## src/rtl/farm_sensor_ctrl.sv

```systemverilog
// Farm-road car request generator: synchronises and debounces the vehicle
// detector, latches a request, tracks service by the farm green and flags starvation.
module farm_sensor_ctrl #(
  parameter int unsigned DEBOUNCE_CYCLES = 4,
  parameter int unsigned TIMEOUT_CYCLES  = 1000,
  parameter int unsigned WAIT_W          = 16
) (
  input  logic       clk,
  input  logic       rst_n,
  input  logic       sensor_raw,
  input  logic [2:0] light_farm,
  output logic       C,
  output logic       starve,
  output logic [7:0] served_count,
  output logic       light_err
);

  typedef enum logic [1:0] {IDLE, DEBOUNCE, PENDING, SERVING} state_e;

  localparam logic [7:0]        CNT_LAST     = 8'(DEBOUNCE_CYCLES - 1);
  localparam logic [WAIT_W-1:0] WAIT_TIMEOUT = WAIT_W'(TIMEOUT_CYCLES);
  localparam logic [WAIT_W-1:0] WAIT_ONE     = WAIT_W'(1);

  state_e            state_q, state_d;
  logic              sync1_q, sync2_q;
  logic [7:0]        cnt_q, cnt_d;
  logic [WAIT_W-1:0] wait_q, wait_d;
  logic [7:0]        served_q, served_d;
  logic              lerr_q;
  logic              s, green, onehot;

  assign s      = sync2_q;
  assign green  = (light_farm == 3'b001);
  assign onehot = (light_farm == 3'b100) || (light_farm == 3'b010) || (light_farm == 3'b001);

  always_ff @(posedge clk) begin
    if (!rst_n) begin
      state_q  <= IDLE;
      sync1_q  <= 1'b0;
      sync2_q  <= 1'b0;
      cnt_q    <= '0;
      wait_q   <= '0;
      served_q <= '0;
      lerr_q   <= 1'b0;
    end else begin
      state_q  <= state_d;
      sync1_q  <= sensor_raw;
      sync2_q  <= sync1_q;
      cnt_q    <= cnt_d;
      wait_q   <= wait_d;
      served_q <= served_d;
      lerr_q   <= ~onehot;
    end
  end

  // cnt_q is the debounce count in DEBOUNCE and the departure (clear) count in SERVING
  always_comb begin
    state_d  = state_q;
    cnt_d    = cnt_q;
    wait_d   = wait_q;
    served_d = served_q;
    case (state_q)
      IDLE: begin
        cnt_d = '0;
        if (s) begin
          state_d = DEBOUNCE;
          cnt_d   = 8'd1;
        end
      end
      DEBOUNCE: begin
        if (!s) begin
          state_d = IDLE;
          cnt_d   = '0;
        end else if (cnt_q == CNT_LAST) begin
          state_d = PENDING;
          cnt_d   = '0;
          wait_d  = '0;
        end else begin
          cnt_d = cnt_q + 8'd1;
        end
      end
      PENDING: begin
        if (green) begin
          state_d = SERVING;
          cnt_d   = '0;
          if (served_q != '1) served_d = served_q + 8'd1;
        end else if (wait_q != '1) begin
          wait_d = wait_q + WAIT_ONE;
        end
      end
      SERVING: begin
        cnt_d = s ? '0 : cnt_q + 8'd1;
        if (!green || (!s && cnt_q == CNT_LAST)) begin
          state_d = IDLE;
          cnt_d   = '0;
        end
      end
      default: begin
        state_d = IDLE;
        cnt_d   = '0;
      end
    endcase
  end

  assign C            = (state_q == PENDING) || (state_q == SERVING);
  assign starve       = (state_q == PENDING) && (wait_q >= WAIT_TIMEOUT);
  assign served_count = served_q;
  assign light_err    = lerr_q;

endmodule

```

## config.mk

```make
export PLATFORM = sky130hd
export DESIGN_NAME = farm_sensor_ctrl
export DESIGN_NICKNAME = d
export VERILOG_FILES = /design/src/rtl/farm_sensor_ctrl.sv
export SDC_FILE = /design/constraint.sdc
export NUM_CORES = 1
export LEC_CHECK = 0
export CORE_ASPECT_RATIO = 2
export CORE_MARGIN = 2
export CORE_UTILIZATION = 50
export DETAILED_ROUTE_END_ITERATION = 7
export DONT_BUFFER_PORTS = 1
export GPL_ROUTABILITY_DRIVEN = 0
export HOLD_SLACK_MARGIN = 0.03
export PLACE_DENSITY = 0.63
export SYNTH_ARGS = -nofsm -noshare
export SYNTH_HDL_FRONTEND = slang
export SYNTH_SLANG_ARGS = --single-unit
export TNS_END_PERCENT = 100
```

## constraint.sdc

```tcl
create_clock -name clk -period 5.4 [get_ports clk]
set_input_delay 0.54 -clock clk [delete_from_list [all_inputs] [get_ports clk]]
set_output_delay 0.54 -clock clk [all_outputs]
set_load 0.005 [all_outputs]
```

==> impl_metrics.csv <==
group,metric,value,unit
route,wl,4030,um
setup_path,r2r-start,"cnt_q[0]",
global_route,grt_max_degree,17,
finish,final_common_cell,"dfxtp_1",
min_path,min-delay-start,"light_farm[1]",
floorplan,die-area,4320,um2
min_path,hold_depth,1,
route,drc_errors,0,
logic_synthesis,syn_nets,229,
logic_synthesis,synth_edf_count,0,
sta,fmax,482,MHz
clocking,cts_tree,"built",
floorplan,initial_core_util,52.4,%
global_route,track_usage,21.1,%
finish,antennaDiodeCount,0,
route,first_pass_iters,4,
sta,tightest_slew,0.701,ns
global_route,antenna_found_initial,0,
setup_path,rrSetupSlack,3.32,ns
place,dp_hpwl,3070,um
finish,final_cell_mix,"dfxtp_1 (37), nor2_1 (25), nand2_1 (17)",
min_path,min_path_type,"in2reg",
floorplan,rows,31,
power_and_ir_drop,pwr-share-seq,51.4,%
floorplan,fp.dieW,47.5,um
logic_synthesis,yosysTopAreaCell,"dfxtp_1",
logic_synthesis,ys_seq_area_share,39.2,%
power_and_ir_drop,pwr-share-clk,46.7,%
power_and_ir_drop,power.internal,0.428,mW
sta,fin_crit_sh,38.4,%
global_route,overflow,0,
power_and_ir_drop,pwr_density_cell,262,nW/um2
floorplan,io_pins,17,
min_path,holdPathEnd,"light_err",
power_and_ir_drop,combinationalPowerShare,1.8,%
finish,final_cells,271,
setup_path,crit_type,"reg2reg",
sta,skew,0.00799,ns
logic_synthesis,ys.flop_type,"dfxtp_1",
logic_synthesis,synth_area_per_cell,8.64,um2
finish,drive_gt1_share,8.56,%
clocking,clk_transition_reported_paths,0.07,ns
logic_synthesis,synth_area_leaders,"dfxtp_1 (39%), xor2_1 (6.0%), nor2_1 (5.0%)",
place,dp.cells,263,
sta,finalCriticalPeriod,2.08,ns
sta,hold_viol_final,0,
logic_synthesis,yosys_warnings,0,
route,wl_per_cell,14.9,um
logic_synthesis,syn_area,1890,um2
setup_path,cp-end-kind,"flip-flop",
sta,setup_viol,0,
sta,relSlewSlack,53.2,%
clocking,ctsResizeCount,0,
sta,rsz0062_at_grt,"false",
clocking,root_buffer,"clkbuf_8",
clocking,ctsHoldBuffers,0,
sta,timing.setup.tns,0,ns
finish,fin_nets,231,
route,ant_nets,0,
clocking,cts_buffers,5,
job,max-cap-violations,0,
route,drt_iter0_markers,18,
global_route,grt_pass1_vias,1539,
status,status,"complete, no violations",
power_and_ir_drop,peakVddDrop,251,uV
floorplan,die_y,91.0,um
logic_synthesis,async_flop_share,0,%
setup_path,critPathMaxFanout,9,
setup_path,worst-endpoint-arrival,2.28,ns
logic_synthesis,synth_top_area_share,39.2,%
route,vias_per_cell,5.86,
logic_synthesis,ys_types,47,
setup_path,worstRegToRegCells,6,
clocking,cts_sinks,37,
power_and_ir_drop,p_sw,0.108,mW
clocking,insertion_delay,0.29,ns
finish,area_delta_synth_final,8.13,%
clocking,htreeDepth,2,
setup_path,crit_required,5.61,ns
setup_path,startpoint_type,"flip-flop",
floorplan,core,3610,um2
clocking,cts_buffer_depth,2,
place,port_buffers,0,
logic_synthesis,synth_seq_cells,37,
clocking,post_cts_buffers,0,
power_and_ir_drop,sw_frac_of_total,20.2,%
sta,slew_viol_final,0,
power_and_ir_drop,p_leak,0.671,nW
logic_synthesis,syn-instance-count,219,
global_route,grt_pass1_wl,6750,um
route,routed-via-count,1588,
setup_path,worstReg2RegEnd,"wait_q[13]",
how the worst max path moves through the flow:
stage,startpoint,end,cells past startpoint
5_1_grt,cnt_q[0],wait_q[15],6
2_1_floorplan,light_farm[1],served_count[4],5
6_report,cnt_q[0],wait_q[13],6
3_5_place_dp,light_farm[1],wait_q[10],5
4_1_cts,cnt_q[0],wait_q[13],6
3_3_place_gp,light_farm[1],wait_q[6],5
final cells by class:
type / count / area [um2]
flip-flops and latches: 37 / 741
inverters: 9 / 33.8
well taps: 49 / 61.3
clock inverters: 2 / 37.5
clock buffers: 6 / 82.6
multi-input cells: 168 / 1090
fillers: 337 / 1560
state kept, by name (all words and copies together) (netlist names), named ones only:
register,flops
served_count,8
light_err,1
s,1
wait_q,16
state_q,1
sync1_q,1
cnt_q,8
worst max-delay path, stage by stage, from the launching register on:
cell and delay [ns]:
dfxtp_1 0.45, ha_1 0.26, nor4b_4 0.26, and3_4 0.26
o221ai_2 0.17, or4_1 0.44, a21oi_1 0.15
Yosys cell counts (2+ instances only):
library cell  number
a21oi_1           14
or3_1              8
nand4_1            8
o21ai_0           14
or4_1              2
nand2b_1           2
inv_1              9
o221a_2            2
nand3_1           12
a22oi_1            2
ha_1               4
o31ai_1            2
clkbuf_1           3
nor4b_4            2
dfxtp_1           37
nor3_1             2
xor2_1            13
nand2_1           17
xnor2_1            4
nor2_1            25
and3_1             6
and2_1             4
and4_1             3
power groups by stage:
stage	Combinational, mW	Clock (mW)	Sequential [mW]
4_1_cts	0.0100	0.256	0.276
2_1_floorplan	0.00820	0	0.282
3_3_place_gp	0.00971	0	0.282
3_5_place_dp	0.0100	0	0.282
6_report	0.00990	0.251	0.276
5_1_grt	0.0111	0.267	0.276
routing by layer:
| metal | vias to the layer above | wire length, um | track usage, % |
|---|---|---|---|
| met5 | - | 0 | 0 |
| met4 | 0 | 139 | 10.9 |
| met3 | 13 | 91 | 4.17 |
| met2 | 26 | 2270 | 35.9 |
| met1 | 757 | 1530 | 22.4 |
| li1 | 792 | - | - |
through the flow:
| stage | hold WS [ns] | utilization, % | area (um2) | power, mW | worst slack (ns) |
|---|---|---|---|---|---|
| floorplan | 0.412 | - | 1890 | 0.290 | 3.55 |
| global placement | 0.424 | 53.4 | 1930 | 0.292 | 3.20 |
| detailed placement | 0.426 | 53.4 | 1930 | 0.292 | 3.22 |
| CTS | 0.343 | 56.7 | 2050 | 0.542 | 3.33 |
| global route | 0.346 | 56.7 | 2050 | 0.554 | 3.08 |
| finish | 0.348 | 56.7 | 2050 | 0.537 | 3.32 |
logic make-up (layout without fill, tap and decap cells):
group | after synthesis | after routing | synth area share, %
compound gates | 46 | 46 | 16.6
buf+inv | 14 | 17 | 3.24
mux | 1 | 1 | 0.529
simple gates | 100 | 100 | 30.0
fa+ha+maj | 4 | 4 | 2.65
xor+xnor | 17 | 17 | 7.87
flops | 37 | 37 | 39.2
Power figures use the tool's default switching activity.
